$ cat src/rtl/matmul_apb_sequencer.sv
// matmul_apb_sequencer: buffers host commands in a small FIFO, issues each one
// as an APB read or write to the matmul slave port, and returns one in-order
// response per completed (or timed-out) transfer.
module matmul_apb_sequencer #(
  parameter int  BUS_WIDTH  = 32,
  parameter int  ADDR_WIDTH = 16,
  parameter int  CMD_DEPTH  = 4,
  parameter int  TIMEOUT    = 255,
  localparam int STRB_W     = BUS_WIDTH / 8
) (
  input  logic                  clk_i,
  input  logic                  rst_i,
  input  logic                  cmd_valid_i,
  output logic                  cmd_ready_o,
  input  logic                  cmd_write_i,
  input  logic [ADDR_WIDTH-1:0] cmd_addr_i,
  input  logic [BUS_WIDTH-1:0]  cmd_wdata_i,
  input  logic [STRB_W-1:0]     cmd_strb_i,
  output logic                  rsp_valid_o,
  input  logic                  rsp_ready_i,
  output logic                  rsp_write_o,
  output logic [BUS_WIDTH-1:0]  rsp_rdata_o,
  output logic                  rsp_err_o,
  output logic                  psel_o,
  output logic                  penable_o,
  output logic                  pwrite_o,
  output logic [ADDR_WIDTH-1:0] paddr_o,
  output logic [BUS_WIDTH-1:0]  pwdata_o,
  output logic [STRB_W-1:0]     pstrb_o,
  input  logic                  pready_i,
  input  logic                  pslverr_i,
  input  logic [BUS_WIDTH-1:0]  prdata_i,
  input  logic                  busy_i
);

  localparam int              PTR_W      = $clog2(CMD_DEPTH);
  localparam logic [PTR_W:0]  FULL_COUNT = (PTR_W + 1)'(CMD_DEPTH);
  // Value of the wait counter during the last ACCESS cycle allowed to stall.
  localparam logic [9:0]      WAIT_LAST  = 10'(TIMEOUT - 1);

  localparam logic [1:0] ST_IDLE   = 2'd0;
  localparam logic [1:0] ST_SETUP  = 2'd1;
  localparam logic [1:0] ST_ACCESS = 2'd2;

  typedef struct packed {
    logic                  write;
    logic [ADDR_WIDTH-1:0] addr;
    logic [BUS_WIDTH-1:0]  wdata;
    logic [STRB_W-1:0]     strb;
  } entry_t;

  entry_t           fifo_mem [CMD_DEPTH];
  entry_t           head;
  logic [PTR_W-1:0] wr_ptr;
  logic [PTR_W-1:0] rd_ptr;
  logic [PTR_W:0]   count;
  logic [1:0]       state;
  logic [9:0]       wait_cnt;

  logic full, empty, push, pop;
  logic rsp_take, access_done, access_abort, rsp_load;

  assign full  = (count == FULL_COUNT);
  assign empty = (count == '0);
  assign head  = fifo_mem[rd_ptr];

  // Ready is held low while reset is asserted so no command is taken then.
  assign cmd_ready_o = !full && !rst_i;
  assign push        = cmd_valid_i && cmd_ready_o;
  assign rsp_take    = rsp_valid_o && rsp_ready_i;

  // Launch only from IDLE, with a free (or freeing) response slot, and never
  // start a write while the accelerator is busy; a stalled write blocks all.
  assign pop = (state == ST_IDLE) && !empty && (!rsp_valid_o || rsp_take) &&
               (!head.write || !busy_i);

  assign access_done  = (state == ST_ACCESS) && pready_i;
  assign access_abort = (state == ST_ACCESS) && !pready_i && (wait_cnt == WAIT_LAST);
  assign rsp_load     = access_done || access_abort;

  // Decoded from state so an asynchronous reset drops them immediately.
  assign psel_o    = (state != ST_IDLE);
  assign penable_o = (state == ST_ACCESS);

  // Command storage written on push.
  // NOTE: the storage array has no reset; occupancy is tracked by count, so stale entries are never read.
  always_ff @(posedge clk_i) begin
    if (push) fifo_mem[wr_ptr] <= '{cmd_write_i, cmd_addr_i, cmd_wdata_i, cmd_strb_i};
  end

  // FIFO pointers and occupancy; simultaneous push and pop leave count unchanged.
  // NOTE: sequential state uses non-blocking assignments so every flop samples pre-edge values.
  always_ff @(posedge clk_i or posedge rst_i) begin
    if (rst_i) begin
      wr_ptr <= '0;
      rd_ptr <= '0;
      count  <= '0;
    end else begin
      if (push) wr_ptr <= wr_ptr + 1'b1;
      if (pop)  rd_ptr <= rd_ptr + 1'b1;
      case ({push, pop})
        2'b10:   count <= count + 1'b1;
        2'b01:   count <= count - 1'b1;
        default: count <= count;
      endcase
    end
  end

  // Transfer sequencing IDLE -> SETUP -> ACCESS, with the ACCESS wait counter.
  always_ff @(posedge clk_i or posedge rst_i) begin
    if (rst_i) begin
      state    <= ST_IDLE;
      wait_cnt <= '0;
    end else begin
      case (state)
        ST_IDLE: begin
          if (pop) state <= ST_SETUP;
        end
        ST_SETUP: begin
          state    <= ST_ACCESS;
          wait_cnt <= '0;
        end
        ST_ACCESS: begin
          if (rsp_load) begin
            state    <= ST_IDLE;
            wait_cnt <= '0;
          end else begin
            wait_cnt <= wait_cnt + 1'b1;
          end
        end
        default: state <= ST_IDLE;
      endcase
    end
  end

  // APB address/data registers: loaded at launch, held through IDLE afterwards.
  always_ff @(posedge clk_i or posedge rst_i) begin
    if (rst_i) begin
      pwrite_o <= 1'b0;
      paddr_o  <= '0;
      pwdata_o <= '0;
      pstrb_o  <= '0;
    end else if (pop) begin
      pwrite_o <= head.write;
      paddr_o  <= head.addr;
      pwdata_o <= head.wdata;
      pstrb_o  <= head.write ? head.strb : '0;
    end
  end

  // Single response slot: loaded when ACCESS ends, cleared when consumed.
  always_ff @(posedge clk_i or posedge rst_i) begin
    if (rst_i) begin
      rsp_valid_o <= 1'b0;
      rsp_write_o <= 1'b0;
      rsp_rdata_o <= '0;
      rsp_err_o   <= 1'b0;
    end else if (rsp_load) begin
      rsp_valid_o <= 1'b1;
      rsp_write_o <= pwrite_o;
      rsp_err_o   <= !pready_i || pslverr_i;
      rsp_rdata_o <= (pready_i && !pslverr_i && !pwrite_o) ? prdata_i : '0;
    end else if (rsp_take) begin
      rsp_valid_o <= 1'b0;
    end
  end

endmodule

$ cat config.mk
export PLATFORM = sky130hd
export DESIGN_NAME = matmul_apb_sequencer
export DESIGN_NICKNAME = d
export VERILOG_FILES = /design/src/rtl/matmul_apb_sequencer.sv
export SDC_FILE = /design/constraint.sdc
export NUM_CORES = 1
export LEC_CHECK = 0
export ABC_AREA = 1
export CAP_MARGIN = 5
export CORE_ASPECT_RATIO = 1.2
export CORE_MARGIN = 2
export CORE_UTILIZATION = 58
export DETAILED_ROUTE_END_ITERATION = 10
export PLACE_DENSITY_LB_ADDON = 0.12
export SETUP_SLACK_MARGIN = 0.2
export SLEW_MARGIN = 20
export SYNTH_ARGS = -nofsm -noshare
export SYNTH_HDL_FRONTEND = slang
export SYNTH_SLANG_ARGS = --single-unit
$ cat constraint.sdc
create_clock -name clk_i -period 12.41 [get_ports clk_i]
set_input_delay 3.723 -clock clk_i [delete_from_list [all_inputs] [get_ports clk_i]]
set_output_delay 3.723 -clock clk_i [all_outputs]
set_load 0.02 [all_outputs]
==> run summary <==
pin count of the biggest net entering global routing = 109
Seq/Total Area, Yosys = 73.3%
Combinational Power Share = 34.5%
post-synthesis mux area share = 0%
Syn Inst Count = 1024
via/cell ratio = 5.47
Worst Hold Margin = 0.479 ns
Synth Area in Simple Gates = 12.9%
Layout area overhead = 24.7%
Seq pwr share = 39.8%
Reg2Reg Depth = 13
most frequent cells in the layout = 257 x nand2_1, 212 x edfxtp_1, 182 x clkdlybuf4s50_1
DR vias = 8152
wire per inst = 17.5 um
Resized Gates After CTS = 0
setup tns final = 0 ns
1st-iter DRT viols = 522
CTS tree = done
clk buf depth = 3
CTS H-tree lvls = 1
period utilization = 70.8%
Net Sw Power = 1.29 mW
XOR/XNOR Fraction of Synth Area = 0.710%
Power Internal = 2.41 mW
Worst EP arrival = 5.07 ns
Fmax = 114 MHz
Sw Ratio = 34.9%
WS Path Type = input pin to primary output
share of cells above drive strength 1 = 6.23%
Setup Skew = 0.0142 ns
core area = 20900 um^2
Hold Fails Final Rpt = 0
Clock Sinks = 319
Layout Nets = 1298
clock share of power = 25.6%
largest family of logic cells by synthesized area = simple AND/OR/NAND/NOR gates
Post-Synth Adder-Cell Area = 1.28%
synthesized area per cell = 12.0 um^2
Max VDD drop = 0.000232 V
fin. max-slew vios = 0
Period minus WS final = 8.79 ns
cts hold-fix bufs = 0
share of flip-flops with an asynchronous set or reset = 33.5%
Worst-Margin Slew = 1.07 ns
Placement Setup Slack = 3.62 ns
Compound-Gate Fraction of Synth Area = 8.57%
Post-Place Cells = 1431
Power per Cell Area = 241 nW/um^2
Design Power = 3.71 mW
gr ovfl total = 0
GP Congestion = 0.753
floorplan row count = 58
io pins = 183
register bit count reported by yosys = 319
Post-CTS Setup Inserts = 0
Core Util, Final = 73.6%
Post-synth EDFFs = 212
Total GRT Usage = 23.5%
Final Setup Violations = 0
final instance area = 15400 um^2
die footprint = 22400 um^2
Tightest Hold Check Type = register to register
Final Worst Setup Slack = 3.62 ns
Num CTS Buffers = 31
Lkg Pwr = 5.84 nW
RSZ-0062 raised after global routing = false
worst skew pair latency = 0.55 ns
WHS Path Cells = 2
commonest non-fill, non-tap cell in the layout = nand2_1
post-synth cell types = 31
status = finished clean
Remaining DRCs = 0
Post-Syn Nets = 1128
vias in the first global route = 8128
wire length of the first global-routing pass = 40800 um
Max FO, Critical Path = 2
clk root buf = clkbuf_16
synthesized area = 12300 um^2
final wirelength = 26100 um
IO buf count = 182
die height = 164 um
Worst-path clk slew = 0.06 ns
HPWL Detailed = 15000 um
Placed Area = 14300 um^2
die span in x = 137 um
Startpoint Class = input pin
first-pass detailed-route iteration total = 5
initial antenna violation count = 1
initial core utilization = 59.0%
Routed Antenna Nets = 0
fin cells = 1491
Ys Warns = 0
max_cap viols = 0
Slew HR = 28.9%
Setup crit end kind = primary output
Critical Path RT = 8.69 ns
top_reg_cell synth = edfxtp_1
[worst max-delay path, cell delays in order]
cell	delay (ns)
clkdlybuf4s50_1	0.47
a31oi_1	0.23
clkdlybuf4s50_1	0.65
[cells by family after synthesis]
group	Yosys count
buffers and inverters	82
DFF	319
and+or+nand+nor	407
xor gates and xnor gates	10
adders and majority gates	12
AOI/OAI and AO/OA	194
[cell usage after synthesis (4+ instances only)]
master,instances,share of area [%]
buf_2,17,0.69
buf_4,8,0.49
buf_6,4,0.37
clkbuf_1,25,0.76
dfrtp_1,107,22
edfxtp_1,212,52
ha_1,11,1.1
inv_1,23,0.70
nand2_1,257,7.8
nand3_1,15,0.61
nand4_1,6,0.30
nor2_1,121,3.7
o21ai_0,110,4.5
o21ai_1,25,1.0
o21ai_2,5,0.36
o22ai_1,49,2.5
xnor2_1,4,0.28
xor2_1,6,0.43
[state kept, by name (all words and copies together), names as in the netlist]
signal and count:
state 2, wait_cnt 10, pwrite_o 1, rsp_write_o 1, rsp_rdata_o 32, rd_ptr 2
rsp_valid_o 1, count 3, fifo_mem 212, paddr_o 16, pwdata_o 32, pstrb_o 4
wr_ptr 2, rsp_err_o 1
[area by class of cell]
type / instances / area (um^2)
diodes: 2 / 5.00
clock buffers: 42 / 847
clock inverters: 16 / 203
fillers: 1439 / 5520
inverters: 26 / 103
multi-input cells: 623 / 2930
flip-flops and latches: 319 / 9050
well taps: 270 / 338
repair buffers: 193 / 1900
[power by group through the flow]
stage,clock network (mW),logic [mW],registers (mW)
after global routing,1.01,1.42,1.50
after CTS,0.961,1.30,1.48
after detailed placement,0,1.29,1.49
final,0.949,1.28,1.48
after global placement,0,1.25,1.49
after floorplan,0,0.680,1.61
[metal layers]
metal / wire, um / share of wire, % / up-vias / global-route usage [%]
met4: 528 / 2.0 / 0 / 7.78
met1: 10600 / 41 / 3970 / 29.6
met3: 1850 / 7.1 / 36 / 4.41
met2: 13100 / 50 / 275 / 41.0
met5: 0 / 0 / - / 0
li1: - / - / 3871 / -
[path summary, 6_finish.rpt]
kind / startpoint / end / slack, ns
min in group asynchronous: rst_i / rsp_rdata_o[31]$_DFFE_PP0P_ / 3.64
hold / removal: pwdata_o[12]$_DFFE_PP0P_ / pwdata_o[12]$_DFFE_PP0P_ / 0.48
setup reg to reg: rd_ptr[0]$_DFFE_PP0P_ / count[2]$_DFFE_PP0P_ / 8.88
setup / recovery: rst_i / cmd_ready_o / 3.62
hold reg to reg: pwdata_o[12]$_DFFE_PP0P_ / pwdata_o[12]$_DFFE_PP0P_ / 0.48
max in group asynchronous: rst_i / rd_ptr[0]$_DFFE_PP0P_ / 7.45
No activity file was read; power rests on OpenSTA's default activity.
